## config.mk

```make
export PLATFORM = sky130hd
export DESIGN_NAME = reg_file
export DESIGN_NICKNAME = d
export VERILOG_FILES = /design/src/rtl/mips_pkg.sv /design/src/rtl/reg_scoreboard.sv /design/src/rtl/reg_file.sv
export SDC_FILE = /design/constraint.sdc
export NUM_CORES = 2
export LEC_CHECK = 0
export BUFFER_PORTS_ARGS = -buffer_cell sky130_fd_sc_hd__buf_2
export CORE_AREA = 2 2 439 441
export CTS_CLUSTER_DIAMETER = 50
export CTS_CLUSTER_SIZE = 14
export DETAILED_ROUTE_END_ITERATION = 7
export DIE_AREA = 0 0 441 443
export PLACE_DENSITY = 0.46
export SETUP_SLACK_MARGIN = 0.3
export SLEW_MARGIN = 30
export SYNTH_ARGS = -nofsm -noshare
export SYNTH_HDL_FRONTEND = slang
export SYNTH_HIERARCHICAL = 1
export SYNTH_SLANG_ARGS = --single-unit
```

## constraint.sdc

```tcl
create_clock -name clk -period 49.8 [get_ports clk]
set_clock_uncertainty 0.05 [all_clocks]
set_input_delay 7.47 -clock clk [delete_from_list [all_inputs] [get_ports clk]]
set_output_delay 7.47 -clock clk [all_outputs]
set_load 0.005 [all_outputs]
```

## src/rtl/mips_pkg.sv

```systemverilog
// rtl/mips_pkg.sv - shared register-file constants and the writeback destination mux
package mips_pkg;

  localparam int REG_W      = 32;
  localparam int REG_ADDR_W = 5;
  localparam int REG_ZERO   = 0;
  localparam int REG_RA     = 31;

  typedef enum logic [1:0] {
    DST_RT = 2'd0,
    DST_RD = 2'd1,
    DST_RA = 2'd2
  } dst_sel_e;

  // JAL links into the return-address register.
  function automatic logic [REG_ADDR_W-1:0] dst_mux(input logic [REG_ADDR_W-1:0] rt,
                                                    input logic [REG_ADDR_W-1:0] rd,
                                                    input dst_sel_e              sel);
    case (sel)
      DST_RT:  return rt;
      DST_RD:  return rd;
      default: return REG_ADDR_W'(REG_RA);
    endcase
  endfunction

endpackage

```

## src/rtl/reg_scoreboard.sv

```systemverilog
// rtl/reg_scoreboard.sv - pending-write scoreboard with source and WAW hazard detection
module reg_scoreboard
  import mips_pkg::*;
#(
  parameter int ADDR_W = REG_ADDR_W
) (
  input  logic              clk,
  input  logic              rst,
  input  logic [ADDR_W-1:0] rs_addr,
  input  logic [ADDR_W-1:0] rt_addr,
  input  logic              use_rs,
  input  logic              use_rt,
  input  logic              wr_en,
  input  logic [ADDR_W-1:0] wr_addr,
  input  logic              iss_valid,
  input  logic [ADDR_W-1:0] iss_dst,
  output logic              stall,
  output logic [31:0]       busy_mask
);

  logic [31:0] busy_q, busy_d;
  logic        hz_a, hz_b, hz_w, stall_c;

  always_comb begin
    // A writeback landing this cycle resolves the hazard it would otherwise raise.
    hz_a    = use_rs    & busy_q[rs_addr] & ~(wr_en & (wr_addr == rs_addr));
    hz_b    = use_rt    & busy_q[rt_addr] & ~(wr_en & (wr_addr == rt_addr));
    hz_w    = iss_valid & busy_q[iss_dst] & ~(wr_en & (wr_addr == iss_dst));
    stall_c = ~rst & (hz_a | hz_b | hz_w);

    busy_d = busy_q;
    if (wr_en) busy_d[wr_addr] = 1'b0;
    if (iss_valid && !stall_c && iss_dst != ADDR_W'(REG_ZERO)) busy_d[iss_dst] = 1'b1;
    busy_d[REG_ZERO] = 1'b0;
  end

  always_ff @(posedge clk or posedge rst) begin
    if (rst) busy_q <= '0;
    else     busy_q <= busy_d;
  end

  assign stall     = stall_c;
  assign busy_mask = busy_q;

endmodule

```

## src/rtl/reg_file.sv

```systemverilog
// rtl/reg_file.sv - two-read one-write register file with write bypass and issue scoreboard
module reg_file
  import mips_pkg::*;
#(
  parameter int DATA_W = REG_W,
  parameter int ADDR_W = REG_ADDR_W
) (
  input  logic              clk,
  input  logic              rst,
  input  logic [ADDR_W-1:0] rs_addr,
  input  logic [ADDR_W-1:0] rt_addr,
  input  logic              use_rs,
  input  logic              use_rt,
  output logic [DATA_W-1:0] rs_data,
  output logic [DATA_W-1:0] rt_data,
  input  logic              wr_en,
  input  logic [ADDR_W-1:0] wr_addr,
  input  logic [DATA_W-1:0] wr_data,
  input  logic              iss_valid,
  input  logic [ADDR_W-1:0] iss_dst,
  output logic              stall,
  output logic [31:0]       busy_mask
);

  localparam int NREG = 2 ** ADDR_W;
  localparam logic [ADDR_W-1:0] ZERO_A = ADDR_W'(REG_ZERO);

  logic [DATA_W-1:0] regs_q [NREG];
  logic [DATA_W-1:0] regs_d [NREG];

  always_comb begin
    regs_d = regs_q;
    if (wr_en && wr_addr != ZERO_A) regs_d[wr_addr] = wr_data;
    regs_d[REG_ZERO] = '0;
  end

  always_ff @(posedge clk or posedge rst) begin
    if (rst) begin
      for (int i = 0; i < NREG; i++) regs_q[i] <= '0;
    end else begin
      for (int i = 0; i < NREG; i++) regs_q[i] <= regs_d[i];
    end
  end

  // Same-cycle writeback is forwarded so decode never sees a stale operand.
  always_comb begin
    rs_data = '0;
    rt_data = '0;
    if (!rst && rs_addr != ZERO_A)
      rs_data = (wr_en && wr_addr == rs_addr) ? wr_data : regs_q[rs_addr];
    if (!rst && rt_addr != ZERO_A)
      rt_data = (wr_en && wr_addr == rt_addr) ? wr_data : regs_q[rt_addr];
  end

  reg_scoreboard #(
    .ADDR_W(ADDR_W)
  ) u_scoreboard (
    .clk       (clk),
    .rst       (rst),
    .rs_addr   (rs_addr),
    .rt_addr   (rt_addr),
    .use_rs    (use_rs),
    .use_rt    (use_rt),
    .wr_en     (wr_en),
    .wr_addr   (wr_addr),
    .iss_valid (iss_valid),
    .iss_dst   (iss_dst),
    .stall     (stall),
    .busy_mask (busy_mask)
  );

endmodule
```

# Word level (Yosys, flattened, before mapping)
# Index checks and enable logic that the tools add are counted.
[totals]
input_bits = 58
n_memories = 0
ram_bits = 0
reg_bits = 1023
latch_bits = 0
rom_bits = 0
word_cells = 108
out_inout_bits = 97
[op_classes]
shifts = 0
mul = 0
n_mux = 25
n_div = 0
magnitude_cmp = 10
bitwise_logic = 22
addsub = 0
n_eq_ne = 3
n_reduce_logical = 16
[ops]
columns = ["operator", "count"]
rows = [
  ["bitwise mux 1024 bit", 1],
  ["2-to-1 mux 32 bit", 11],
  ["binary-select mux 32 bit (select 5 bit)", 2],
  ["demux 32 bit (select 5 bit)", 1],
  ["AND 32 bit", 1],
  ["inverter 32 bit", 1],
  ["bitwise OR 32 bit", 1],
  ["less-than comparator 5 x 6 -> 1 bit (second input constant)", 4],
  ["nonzero test 5 bit", 4],
  [">= comparator 6 bit (second input constant)", 3],
  ["inverter 5 -> 6 bit", 3],
  ["binary-select mux 1 bit (select 5 bit)", 3],
  ["equality test 5 bit", 3],
  ["AND 1 bit", 10],
  ["demux 1 bit (select 5 bit)", 2],
  [">= comparator 5 x 1 -> 1 bit (second input constant)", 2],
  ["logical AND 1 bit", 10],
  ["less-than comparator 6 x 1 -> 1 bit (second input constant)", 1],
  ["2-to-1 mux 1 bit", 5],
  ["inverter 1 bit", 4],
  ["zero test 1 bit", 2],
  ["bitwise OR 1 bit", 2],
]

# Depth between registers and ports, before layout
[logic_depth]
depth_word = 11
mapped_depth = 9

# By module
# The synthesis kept the hierarchy.
[by_module_without_submodules]
columns = ["mod", "seq_area_each_um2", "instances", "area_per_inst_um2", "cells_per_inst"]
rows = [
  ["reg_file", 24823.8, 1, 54217.0, 3834],
  ["reg_scoreboard", 775.7, 1, 2692.6, 283],
]

# Least setup slack after synthesis
# No wires, ideal clock.
[synth_path]
path_kind = "input to output"
startpoint = "input port rst"
endpoint = "output port rt_data[16]"
stages = 6
t_required_ns = 42.280
path_slack_ns = 10.781
t_arrival_ns = 31.499
path_buffers = 1
path_cell_list = "inv_1 nand2_1 nor3_1 clkbuf_1 a22oi_1 a41oi_1"
[synth_via]
elab_chain_len = 3
[synth_lines]
columns = ["item", "line_no", "rtl"]
rows = [
  ["start: declaration", "reg_file.sv:9", "input logic rst,"],
  ["zero test 1 bit (no line)", "-", ""],
  ["logical AND 1 bit", "reg_file.sv:51", "if (!rst && rt_addr != ZERO_A)"],
  ["2-to-1 mux 32 bit", "reg_file.sv:51", ""],
  ["end: declaration", "reg_file.sv:15", "output logic [DATA_W-1:0] rt_data,"],
]
# No other way between the ends.

# Worst setup path in the final report
[layout_path]
startpoint = "input port rs_addr[0]"
endpoint = "output port rs_data[7]"
[layout_via]
elab_chain_len = 6
[layout_lines]
columns = ["item", "line_no", "rtl"]
rows = [
  ["start: declaration", "reg_file.sv:10", "input logic [ADDR_W-1:0] rs_addr,"],
  ["inverter 5 -> 6 bit (implied by the code)", "reg_file.sv:50", "rs_data = (wr_en && wr_addr == rs_addr) ? wr_data : regs_q[rs_addr];"],
  ["binary-select mux 32 bit (select 5 bit)", "reg_file.sv:50", ""],
  ["2-to-1 mux 32 bit (implied by the code) (2 in a row)", "reg_file.sv:50", ""],
  ["2-to-1 mux 32 bit", "reg_file.sv:50", ""],
  ["2-to-1 mux 32 bit *", "reg_file.sv:49", "if (!rst && rs_addr != ZERO_A)"],
  ["end: declaration", "reg_file.sv:14", "output logic [DATA_W-1:0] rs_data,"],
]
# Mark *: on every way between the ends. The rest lies on a longest branch, timed or not. The select of a mux whose other input is x is not followed.

==> results.json <==
{
  "status": "complete, no violations",
  "ir_drop_mv": 0.0310,
  "syn_inst": 4117,
  "antenna_found_initial": 12,
  "yosys.area.top_type": "dfrtp_1",
  "synth_warnings": 6,
  "hold_depth": 1,
  "cts_hold_buffers": 0,
  "slew_viol_final": 0,
  "synth_ff_type": "dfrtp_1",
  "syn-num-nets": 4175,
  "wl_um": 208000,
  "drive_above_1_share_pct": 48.8,
  "gr-usage-met2_pct": 35.1,
  "leakage_nw": 27.5,
  "final_core_util_pct": 33.9,
  "clk_pin_slew_ps": 60,
  "fill_cells": 18700,
  "final_cell_area_um2": 64700,
  "htreeDepth": 4,
  "numClockSinks": 1023,
  "ant_nets": 0,
  "power_frac_clock_pct": 38.5,
  "syn_area_um2": 56900,
  "fmax_mhz": 52.8,
  "max_stage_delay_ps": 690,
  "drtPass1Iterations": 5,
  "critical_path.top_delay_family": "buffers and inverters",
  "slowest_stage": "buf_4",
  "hpwl_um": 123000,
  "synthDistinctLibCells": 63,
  "busiest_layer": "met2",
  "drc": 0,
  "dp.cells": 6458,
  "crit_top_cell": "buf_4",
  "setup_violations": 0,
  "drv_cap": 0,
  "reg2reg_to": "u_scoreboard/busy_mask[8]$_DFF_PP0_",
  "vias": 37600,
  "comb_power_share_pct": 20.0,
  "rsz0062_at_grt": "false",
  "yosysSeqAreaShare_pct": 45.0,
  "p_sw_uw": 771,
  "fp.dieH_um": 443,
  "core_area_um2": 191000,
  "period_minus_slack_ps": 18950,
  "grtUsageMet3_pct": 3.26,
  "gp_congestion": 0.831,
  "hold_viol": 0,
  "required_ps": 42280,
  "dr.first_iter.drc_count": 2798,
  "stdcell_count": 6711,
  "row_count": 161,
  "placedInstanceArea_um2": 59900,
  "start_util_pct": 29.8,
  "p_sw_share_pct": 28.5,
  "syn-mean-instance-area_um2": 13.8,
  "avgRoutedWirePerCell_um": 31.0,
  "cp-start-kind": "input port",
  "period_share_pct": 38.0,
  "crit_path_cell_trace": "buf_8 > buf_4 > buf_4 > buf_4 > mux4_2 > mux2i_1 > o22ai_1 > a31oi_1 > a21oi_1 > buf_2",
  "grt_pass1_wl_um": 301000,
  "synth_edf_count": 0,
  "min_path_type": "reg -> reg",
  "num_io_pins": 155,
  "whs_ps": 464,
  "r2r_setup_slack_ps": 47200,
  "fin_tns_setup_ps": 0,
  "numCtsBuffers": 133,
  "cts.repair.resized": 0,
  "arrival_ps": 11430,
  "worst_pin_slew_ps": 1020,
  "grt_overflow": 0,
  "synth_top_area_share_pct": 45.0,
  "cts_setup_buffers": 0,
  "min_to": "regs_q[620]$_DFFE_PP0P_",
  "dp_slack_ps": 30740,
  "grt_util_all_layers_pct": 21.3,
  "clockBufferDepth": 3,
  "crit_fanout": 47,
  "critPathBufInv": 5,
  "worstSetupEndpointType": "output pin",
  "min_from": "regs_q[620]$_DFFE_PP0P_",
  "nets": 4127,
  "synth_seq_cells": 1023,
  "reg2reg_depth": 6,
  "relSlewSlack_pct": 32.0,
  "clockRootBuffer": "clkbuf_16",
  "port_buffers": 153,
  "power_density_nw_per_um2": 41.8,
  "synth.area.top_cells": "dfrtp_1, mux2_2, mux4_2, mux2i_1, clkbuf_1",
  "async_reset_ff_share_pct": 100,
  "power_frac_seq_pct": 41.5,
  "internal_power_mw": 1.93,
  "cts_tree": "built",
  "grt_max_degree": 170,
  "layout_common_cells": "mux2_2, dfrtp_1, mux4_2",
  "avgViaCountPerCell": 5.61,
  "worst-setup-path-type": "in -> out",
  "fp.dieW_um": 441,
  "power_mw": 2.70,
  "clkLatencyLatePin_ps": 780,
  "grt_pass1_vias": 39200,
  "mostFrequentLayoutCell": "mux2_2",
  "timing.final.ws_setup_ps": 30850,
  "use_met1_pct": 28.2,
  "rr_startpoint": "u_scoreboard/busy_mask[22]$_DFF_PP0_",
  "syn2layout_area_growth_pct": 13.7,
  "die_area_um2": 195000
}
## worst max-delay path by stage
stage,depth (start not counted),slack (ps),endpoint,from
2_1_floorplan,6,10780,rt_data[16],rst
3_3_place_gp,10,30740,rs_data[7],rs_addr[0]
4_1_cts,10,30730,rs_data[7],rs_addr[0]
3_5_place_dp,10,30740,rs_data[7],rs_addr[0]
6_report,10,30850,rs_data[7],rs_addr[0]
5_1_grt,10,30580,rs_data[7],rs_addr[0]
## area by class of cell
class	instances	area, um^2	share of cell area (%)
inverters	9	41.3	0.0638
diodes	5	12.5	0.0193
clock buffers	169	3760	5.81
repair buffers	258	1790	2.76
flip-flops and latches	1023	25600	39.6
clock inverters	77	990	1.53
well taps	2526	3160	4.88
multi-input cells	2644	29400	45.4
## power groups by stage
stage	Sequential [mW]	Combinational [mW]	Clock (mW)
after floorplan	1.09	0.414	0
after detailed placement	1.13	0.543	0
final	1.12	0.541	1.04
after CTS	1.12	0.545	1.06
after global routing	1.14	0.581	1.10
after global placement	1.13	0.536	0
## synthesized netlist by cell type (17+ instances only)
library cell,count
mux2_2,1092
dfrtp_1,1023
mux4_2,378
mux2i_1,266
clkbuf_1,180
buf_2,131
nand2_1,94
a21oi_1,86
nor2_1,85
o21ai_0,83
a22oi_1,74
o22ai_1,69
nand3_1,60
buf_4,59
buf_1,51
nor2b_1,30
o221ai_1,30
a31oi_1,27
o311ai_0,24
a221oi_1,21
o21ai_1,21
buf_6,19
a211oi_1,17
## flip-flops by register name (all words and copies together), names as in the netlist
register,count
u_scoreboard/busy_mask,31
regs_q,992
## logic make-up (layout without fill, tap and decap cells)
kind of cell           Yosys count  count (layout)  synth area share (%)
flip-flops                    1023            1023                  45.0
multiplexers                  1749            1749                  41.6
XOR/XNOR                        25              25                 0.385
buffers and inverters          450             513                  3.90
AND/OR/NAND/NOR                368             368                  3.21
other                            1               6               0.00659
AO/OA/AOI/OAI                  501             501                  5.91
## per-layer routing
layer | vias up | part of all wire (%) | wire length (um)
met5 | - | 0.022 | 45
met4 | 6 | 3.5 | 7220
met3 | 321 | 4.2 | 8850
met2 | 976 | 49 | 102000
met1 | 20600 | 43 | 90100
li1 | 15800 | - | -
No activity file was read; power rests on OpenSTA's default activity.
